File: src/rtl/uart_rx_word_pkg.sv
// uart_rx_word_pkg: shared receiver state encoding and bit-period helper
package uart_rx_word_pkg;
  typedef enum logic [2:0] {IDLE, START, DATA, STOP, DONE} rx_state_t;
  function automatic int clks_per_bit(input int clock_rate, input int baud_rate);
    return clock_rate / baud_rate;
  endfunction
endpackage

File: src/rtl/uart_rx_word_sync.sv
// uart_rx_word_sync: 2-FF synchroniser (reset to idle-high) with falling-edge pulse
// ports: clk, rst (async high), din (raw line) -> dout (synchronised), fall (1->0 pulse)
module uart_rx_word_sync (
  input  logic clk,
  input  logic rst,
  input  logic din,
  output logic dout,
  output logic fall
);
  logic [2:0] sr;
  always_ff @(posedge clk or posedge rst)
    if (rst) sr <= '1;
    else sr <= {sr[1:0], din};
  assign dout = sr[1];
  assign fall = sr[2] & ~sr[1];
endmodule

File: src/rtl/uart_rx_word.sv
// uart_rx_word: deserialises two back-to-back 8N1 frames (high byte first) into a 16-bit word
// ports: i_clk, i_rst (async high), i_Rx_Serial (idle high) -> o_Rx_Word, o_Rx_Valid (pulse),
//        o_Rx_Busy, o_Frame_Err (pulse)
// option: define UART_RX_TIMEOUT_EN to drop a lone high byte after GAP_BITS idle bit periods
module uart_rx_word
  import uart_rx_word_pkg::*;
#(
  parameter int BAUD_RATE  = 115_200,
  parameter int CLOCK_RATE = 27_000_000,
  parameter int GAP_BITS   = 4
) (
  input  logic        i_clk,
  input  logic        i_rst,
  input  logic        i_Rx_Serial,
  output logic [15:0] o_Rx_Word,
  output logic        o_Rx_Valid,
  output logic        o_Rx_Busy,
  output logic        o_Frame_Err
);
  localparam int CPB = clks_per_bit(CLOCK_RATE, BAUD_RATE);
  localparam int CW  = $clog2(CPB) + 1;
  localparam logic [CW-1:0] HALF = CW'(CPB / 2 - 1);
  localparam logic [CW-1:0] FULL = CW'(CPB - 1);
  rx_state_t state;
  logic [CW-1:0] cnt;
  logic [2:0] bit_idx;
  logic idx, rx, fall;
  logic [7:0] hi, sh;
`ifdef UART_RX_TIMEOUT_EN
  localparam int GW = $clog2(GAP_BITS * CPB) + 1;
  localparam logic [GW-1:0] GAP_END = GW'(GAP_BITS * CPB - 1);
  logic [GW-1:0] gap;
`endif
  uart_rx_word_sync u_sync (.clk(i_clk), .rst(i_rst), .din(i_Rx_Serial), .dout(rx), .fall(fall));
  always_ff @(posedge i_clk or posedge i_rst)
    if (i_rst) begin
      state       <= IDLE;
      cnt         <= '0;
      bit_idx     <= '0;
      idx         <= 1'b0;
      hi          <= '0;
      sh          <= '0;
      o_Rx_Word   <= '0;
      o_Rx_Valid  <= 1'b0;
      o_Rx_Busy   <= 1'b0;
      o_Frame_Err <= 1'b0;
`ifdef UART_RX_TIMEOUT_EN
      gap         <= '0;
`endif
    end else begin
      o_Rx_Valid  <= 1'b0;
      o_Frame_Err <= 1'b0;
      case (state)
        IDLE: begin
          cnt     <= '0;
          bit_idx <= '0;
          if (fall) begin
            state     <= START;
            o_Rx_Busy <= 1'b1;
          end
`ifdef UART_RX_TIMEOUT_EN
          // a high byte with no low byte following in time is dropped to realign words
          gap <= (fall || !idx) ? '0 : gap + 1'b1;
          if (!fall && idx && gap == GAP_END) begin
            o_Frame_Err <= 1'b1;
            o_Rx_Busy   <= 1'b0;
            idx         <= 1'b0;
            gap         <= '0;
          end
`endif
        end
        START:
          if (cnt == HALF) begin
            cnt <= '0;
            // false start keeps any stored high byte, so busy tracks the byte index
            if (rx) begin
              state     <= IDLE;
              o_Rx_Busy <= idx;
            end else state <= DATA;
          end else cnt <= cnt + 1'b1;
        DATA:
          if (cnt == FULL) begin
            cnt     <= '0;
            sh      <= {rx, sh[7:1]};
            bit_idx <= bit_idx + 1'b1;
            if (bit_idx == 3'd7) state <= STOP;
          end else cnt <= cnt + 1'b1;
        STOP:
          if (cnt == FULL) begin
            cnt <= '0;
            if (!rx) begin
              o_Frame_Err <= 1'b1;
              o_Rx_Busy   <= 1'b0;
              idx         <= 1'b0;
              state       <= IDLE;
            end else if (idx) state <= DONE;
            else begin
              hi    <= sh;
              idx   <= 1'b1;
              state <= IDLE;
            end
          end else cnt <= cnt + 1'b1;
        DONE: begin
          o_Rx_Word  <= {hi, sh};
          o_Rx_Valid <= 1'b1;
          o_Rx_Busy  <= 1'b0;
          idx        <= 1'b0;
          state      <= IDLE;
        end
        default: state <= IDLE;
      endcase
    end
endmodule
File: config.mk
export PLATFORM = sky130hd
export DESIGN_NAME = uart_rx_word
export DESIGN_NICKNAME = d
export VERILOG_FILES = /design/src/rtl/uart_rx_word_pkg.sv /design/src/rtl/uart_rx_word_sync.sv /design/src/rtl/uart_rx_word.sv
export SDC_FILE = /design/constraint.sdc
export NUM_CORES = 1
export LEC_CHECK = 0
export BUFFER_PORTS_ARGS = -buffer_cell sky130_fd_sc_hd__buf_4
export CAP_MARGIN = 10
export CORE_MARGIN = 10
export CORE_UTILIZATION = 52
export DETAILED_ROUTE_END_ITERATION = 8
export HOLD_SLACK_MARGIN = 0.08
export PLACE_DENSITY_LB_ADDON = 0.25
export SYNTH_ARGS = -nofsm -noshare
export SYNTH_HDL_FRONTEND = slang
export SYNTH_SLANG_ARGS = --single-unit
File: constraint.sdc
create_clock -name i_clk -period 2.1 [get_ports i_clk]
set_clock_uncertainty 0.2 [all_clocks]
set_input_delay 0.315 -clock i_clk [delete_from_list [all_inputs] [get_ports i_clk]]
set_output_delay 0.315 -clock i_clk [all_outputs]
set_load 0.01 [all_outputs]
==> results of run 1 <==
==> layer usage <==
layer  vias to the layer above  GRT usage (%)  part of all wire (%)
met4                         0           4.85                   1.8
met2                        24           20.5                    51
met5                         -              0                     0
met3                         8           3.53                   3.8
li1                        741              -                     -
met1                       812           14.9                    43
==> logic make-up after synthesis <==
logic type	synth area share, %
simple gates	14.5
flops	56.1
mux	17.1
compound gates	5.75
buf+inv	3.94
fa+ha+maj	2.59
==> power breakdown <==
group	switching (mW)	internal, mW
Sequential	0.0155	1.05
Combinational	0.0563	0.0459
Clock	0.344	0.358
Total	0.416	1.46
==> cells in the mapped netlist (2+ instances only) <==
master / instances
nand4_1: 3
o21ai_0: 3
inv_1: 7
ha_1: 5
nand2_1: 14
and2b_1: 2
nor3_1: 5
mux2_2: 33
nor2_1: 9
buf_6: 3
a21oi_1: 3
a22o_2: 2
dfrtp_1: 51
o311ai_0: 4
buf_2: 2
nor3b_1: 2
dfstp_2: 3
nand2b_1: 2
mux2i_1: 4
nand3_1: 7
==> worst paths after layout <==
check                                   from      endpoint  slack, ps  cells after the start
worst max register to register        cnt[3]      state[0]         80                      5
worst min register to register  u_sync.sr[0]  u_sync.sr[1]        160                      0
worst max-delay path                  cnt[3]      state[0]         80                      5
min in group asynchronous              i_rst  o_Rx_Word[9]        380                      3
max in group asynchronous              i_rst  u_sync.sr[1]        730                      4
worst min-delay path            u_sync.sr[0]  u_sync.sr[1]        160                      0
==> final cells by class <==
class / count / area, um2 / area share (%)
Clock buffer: 5 / 68.8 / 2.44
Sequential cell: 54 / 1360 / 48.0
Timing Repair Buffer: 35 / 280 / 9.93
Inverter: 7 / 26.3 / 0.931
Tap cell: 52 / 65.1 / 2.30
Clock inverter: 3 / 43.8 / 1.55
Multi-Input combinational cell: 120 / 982 / 34.8
==> registers in the layout, summed over array words and instances (netlist names) <==
name,count
u_sync.sr,3
o_Rx_Valid,1
o_Rx_Busy,1
hi,8
bit_idx,3
sh,8
state,3
o_Rx_Word,16
o_Frame_Err,1
cnt,9
idx,1
==> repair_timing <==
action,4_1_cts,5_1_grt
endpoints found under the setup margin,0,5
resized for setup,0,5
hold buffers,2,0
hold endpoints to repair,20,0
==> results.py, run 1 <==
metrics = {
    "critical_path": {
        "crit_family": "simple AND/OR/NAND/NOR gates",
        "path_buf_inv": 0,
        "cp.required_ps": 2140,
        "cp_data_arrival_time_ps": 2060,
        "critPathCaptureType": "flip-flop",
        "path_max_fanout": 6,
        "critPathSlowestCell": "dfrtp_1",
        "critPathKind": "flip-flop to flip-flop",
        "slowest_delay_ps": 430,
        "path_cells": "nor3b_4, nand4_4, a22o_4, or4_1, a21oi_1",
        "crit_path_start_kind": "flip-flop",
    },
    "timing": {
        "hold_viol_final": 0,
        "worst_slack_ps": 79.3,
        "slew_headroom_pct": 69.4,
        "fmax_mhz": 495,
        "setup_viol": 0,
        "rsz0062_at_grt": "true",
        "hold_slack_ps": 162,
        "worst_pin_slew_ps": 458,
        "period_needed_ps": 2020,
        "period_share_pct": 96.2,
        "finalSetupTns_ps": 0,
        "drv_slew": 0,
    },
    "synth": {
        "async_reset_ff_share_pct": 100,
        "syn_area_um2": 2410,
        "syn-instance-count": 190,
        "synth_ff_type": "dfrtp_1",
        "synth_area_per_cell_um2": 12.7,
        "ys_ff_latch": 54,
        "netlist_top_cells_area": "dfrtp_1, mux2_2, dfstp_2",
        "synth_top_area_cell": "dfrtp_1",
        "synth-seq-area-share_pct": 56.1,
        "yosys_warnings": 0,
        "yosysTopAreaCellShare_pct": 52.9,
        "ys_types": 46,
        "synth_edf_count": 0,
        "syn_nets": 198,
    },
    "clocking": {
        "clk_pin_slew_ps": 100,
        "clockBufferDepth": 2,
        "clk_latency_ps": 310,
        "cts_made_buffers": 5,
        "h-tree-depth": 2,
        "root_buffer": "clkbuf_8",
        "cts_tree": "built",
        "post_cts_buffers": 0,
        "cts_sinks": 54,
    },
    "place": {
        "placed_cells": 266,
        "place.gp.congestion": 0.901,
        "hpwl_mm": 3.39,
        "portBuffers": 21,
        "post_dp_cell_area_um2": 2680,
        "dp_slack_ps": 68.5,
    },
    "die": {
        "fp.dieH_um": 88.1,
        "pin_count": 22,
        "die_w_um": 88.1,
        "dieArea_um2": 7770,
        "start_util_pct": 54.7,
        "core_um2": 4410,
        "rows": 24,
    },
    "finish": {
        "layout_common_cells": "dfrtp_1, mux2_2, buf_4",
        "layout-drive-gt1-share_pct": 41.5,
        "diodes": 0,
        "layout_commonest_cell": "dfrtp_1",
        "instances_no_fill": 276,
        "nets": 231,
        "fillers": 356,
        "design_area_um2": 2820,
        "area_growth_pct": 17.0,
        "utilization_pct": 63.9,
    },
    "global_routing": {
        "grtUsageTotal_pct": 12.4,
        "grt_pass1_wl_mm": 7.72,
        "grt_max_degree": 35,
        "grt_pass1_vias": 1652,
        "overflow": 0,
        "grt_antenna_before_repair": 0,
    },
    "drt": {
        "avgViaCountPerCell": 5.74,
        "ant_nets": 0,
        "wl_mm": 4.62,
        "first_pass_iters": 4,
        "drc": 0,
        "wire_per_inst_um": 16.7,
        "drt_iter0_markers": 79,
        "vias": 1585,
    },
    "power": {
        "pwr_density_cell_nw_per_um2": 664,
        "ir_drop_mv": 0.385,
        "power_leakage_nw": 1.37,
        "total_power_mw": 1.87,
    },
    "job": {
        "drv_cap": 0,
    },
    "outcome": {
        "status": "finished, final reports clean",
    },
    "min_path": {
        "min_path_type": "flip-flop to flip-flop",
    },
}
No activity file was read; power rests on OpenSTA's default activity.
==> run 2, diff against run 1 <==
ABC_AREA = 1   (was unset)
CORE_UTILIZATION = 55   (was 52)
clock period = 2.4 ns   (was 2.1 ns; I/O delays follow)
==> results.py, run 2 <==
metrics = {
    "critical_path": {
        "cp.required_ps": 2380,
        "crit_family": "simple AND/OR/NAND/NOR gates",
        "timing.rr.end": "o_Rx_Word[1]",
        "slowest_delay_ps": 490,
        "path_max_fanout": 25,
        "reg2reg_from": "state[1]",
        "critPathSlowestCell": "dfrtp_1",
        "crit_path_start_kind": "flip-flop",
        "path_cells": "nor2_1, inv_2, nor2_4, inv_2, nand2_1, o21ai_1",
        "cp.depth": 6,
        "r2r_slack_ps": 630,
        "critPathKind": "flip-flop to flip-flop",
        "critPathCaptureType": "flip-flop",
        "setup.worst_path.start": "state[1]",
        "endpoint": "o_Rx_Word[1]",
        "rr_worst_depth": 6,
        "cp_common_cell": "inv_2",
        "path_buf_inv": 2,
        "cp_data_arrival_time_ps": 1750,
    },
    "timing": {
        "fmax_mhz": 564,
        "finalSetupTns_ps": 0,
        "worst_pin_slew_ps": 375,
        "period_needed_ps": 1770,
        "slew_headroom_pct": 75.0,
        "drv_slew": 0,
        "setup_viol": 0,
        "hold_viol_final": 0,
        "period_share_pct": 73.9,
        "rsz0062_at_grt": "false",
    },
    "place": {
        "place.gp.congestion": 0.883,
        "portBuffers": 21,
        "hpwl_mm": 3.33,
    },
    "finish": {
        "layout_commonest_cell": "nand2_1",
        "reg_top3": "o_Rx_Word: 16 flops, cnt: 9 flops",
        "nets": 313,
        "area_growth_pct": 12.6,
        "layout-drive-gt1-share_pct": 20.9,
        "regMostFlops": "o_Rx_Word",
        "layout_common_cells": "nand2_1, dfrtp_1, nor2_1",
        "largest_register_ff_count": 16,
        "diodes": 0,
    },
    "power": {
        "pwr_density_cell_nw_per_um2": 728,
        "total_power_mw": 2.02,
        "ir_drop_mv": 0.422,
        "power_leakage_nw": 1.42,
    },
    "outcome": {
        "status": "finished, final reports clean",
    },
    "global_routing": {
        "grtUsageTotal_pct": 13.0,
        "grt_pass1_vias": 1810,
        "grt_pass1_wl_mm": 8.22,
        "grt_max_degree": 55,
        "overflow": 0,
        "grt_antenna_before_repair": 0,
    },
    "synth": {
        "netlist_top_cells_area": "dfrtp_1, nand2_1, o21ai_1",
        "yosys_warnings": 0,
        "yosysTopAreaCellShare_pct": 51.7,
        "synth_ff_type": "dfrtp_1",
        "synth_top_area_cell": "dfrtp_1",
        "async_reset_ff_share_pct": 100,
        "ys_ff_latch": 54,
        "synth_edf_count": 0,
        "syn_area_um2": 2470,
        "synth_commonest_cells": "nand2_1, dfrtp_1, nor2_1",
        "syn_nets": 288,
        "synth-seq-area-share_pct": 54.9,
        "synth_most_common_cell": "nand2_1",
        "ys_types": 27,
        "syn-instance-count": 280,
        "synth_area_per_cell_um2": 8.82,
    },
    "die": {
        "die_w_um": 87.0,
        "pin_count": 22,
        "start_util_pct": 56.7,
        "rows": 24,
        "dieArea_um2": 7570,
        "fp.dieH_um": 87.0,
        "core_um2": 4350,
    },
    "clocking": {
        "root_buffer": "clkbuf_8",
        "cts_tree": "built",
        "post_cts_buffers": 0,
        "cts_made_buffers": 5,
        "h-tree-depth": 2,
        "clockBufferDepth": 2,
        "cts_sinks": 54,
        "clk_latency_ps": 310,
        "cts_resized": 0,
        "cts_hold_buf": 2,
        "clk_pin_slew_ps": 90,
    },
    "drt": {
        "wire_per_inst_um": 12.6,
        "drt_iter0_markers": 134,
        "ant_nets": 0,
        "drc": 0,
        "vias": 1820,
        "avgViaCountPerCell": 5.08,
        "wl_mm": 4.52,
        "first_pass_iters": 4,
    },
    "job": {
        "drv_cap": 0,
    },
    "min_path": {
        "min_path_type": "flip-flop to flip-flop",
    },
}
## run 2: cell types whose count changed after synthesis, moves of 5 or more
cell     previous run  this run
nor2_1              9        24
mux2_2             33         0
inv_2               0        11
nand2_1            14        91
o21ai_2             0         8
inv_1               7        22
nor3_1              5         0
o21ai_1             0        20
nand3_1             7        16
## run 2: worst reg2reg max path: cells and delay by family, from the launching register on
family | cells | cell delay, ps
compound gates | 1 | 70
buf+inv | 2 | 300
flops | 1 | 490
simple gates | 3 | 580
## run 2: area by class of cell
type / count / area, um2
well taps: 52 / 65.1
fillers: 373 / 1570
clock buffers: 6 / 82.6
clock inverters: 2 / 17.5
flip-flops and latches: 54 / 1360
multi-input cells: 186 / 932
repair buffers: 25 / 205
inverters: 33 / 124
## run 2: through the flow
| step | instances | hold WS (ps) | area [um2] | utilization (%) | worst slack, ps |
|---|---|---|---|---|---|
| finish | 358 | 159 | 2780 | 63.9 | 627 |
| global route | 358 | 170 | 2780 | 63.9 | 424 |
| CTS | 358 | 161 | 2780 | 63.9 | 618 |
| detailed placement | 348 | 147 | 2660 | 61.1 | 625 |
| global placement | 348 | 146 | 2660 | 61.1 | 669 |
| floorplan | 280 | 145 | 2470 | - | 530 |
## run 2: kinds of logic after synthesis
group	count (synthesis)	share of synthesized area, %
adders and majority gates	5	2.53
and+or+nand+nor	149	27.0
buffers and inverters	40	7.40
DFF	54	54.9
xor gates and xnor gates	3	1.06
AOI/OAI and AO/OA	29	7.19
## run 2: worst min-delay path by stage
stage | from | endpoint | slack [ps] | depth (start not counted)
6_report | u_sync.sr[0] | u_sync.sr[1] | 160 | 0
5_1_grt | u_sync.sr[0] | u_sync.sr[1] | 170 | 0
4_1_cts | u_sync.sr[0] | u_sync.sr[1] | 160 | 0
3_5_place_dp | u_sync.sr[0] | u_sync.sr[1] | 150 | 0
3_3_place_gp | u_sync.sr[0] | u_sync.sr[1] | 150 | 0
2_1_floorplan | u_sync.sr[0] | u_sync.sr[1] | 150 | 0
## run 2: layer usage
| layer | vias up | wire length [um] | global-route usage, % |
|---|---|---|---|
| met2 | 36 | 2090 | 19.9 |
| met3 | 2 | 224 | 3.65 |
| met1 | 850 | 2180 | 17.6 |
| li1 | 932 | - | - |
| met5 | - | 0 | 0 |
| met4 | 0 | 27 | 3.53 |
## run 2: power by group
group          switching (mW)  leakage [nW]  internal, mW
clock                   0.294        0.0514         0.238
combinational           0.306         0.629         0.157
sequential             0.0670         0.736         0.963
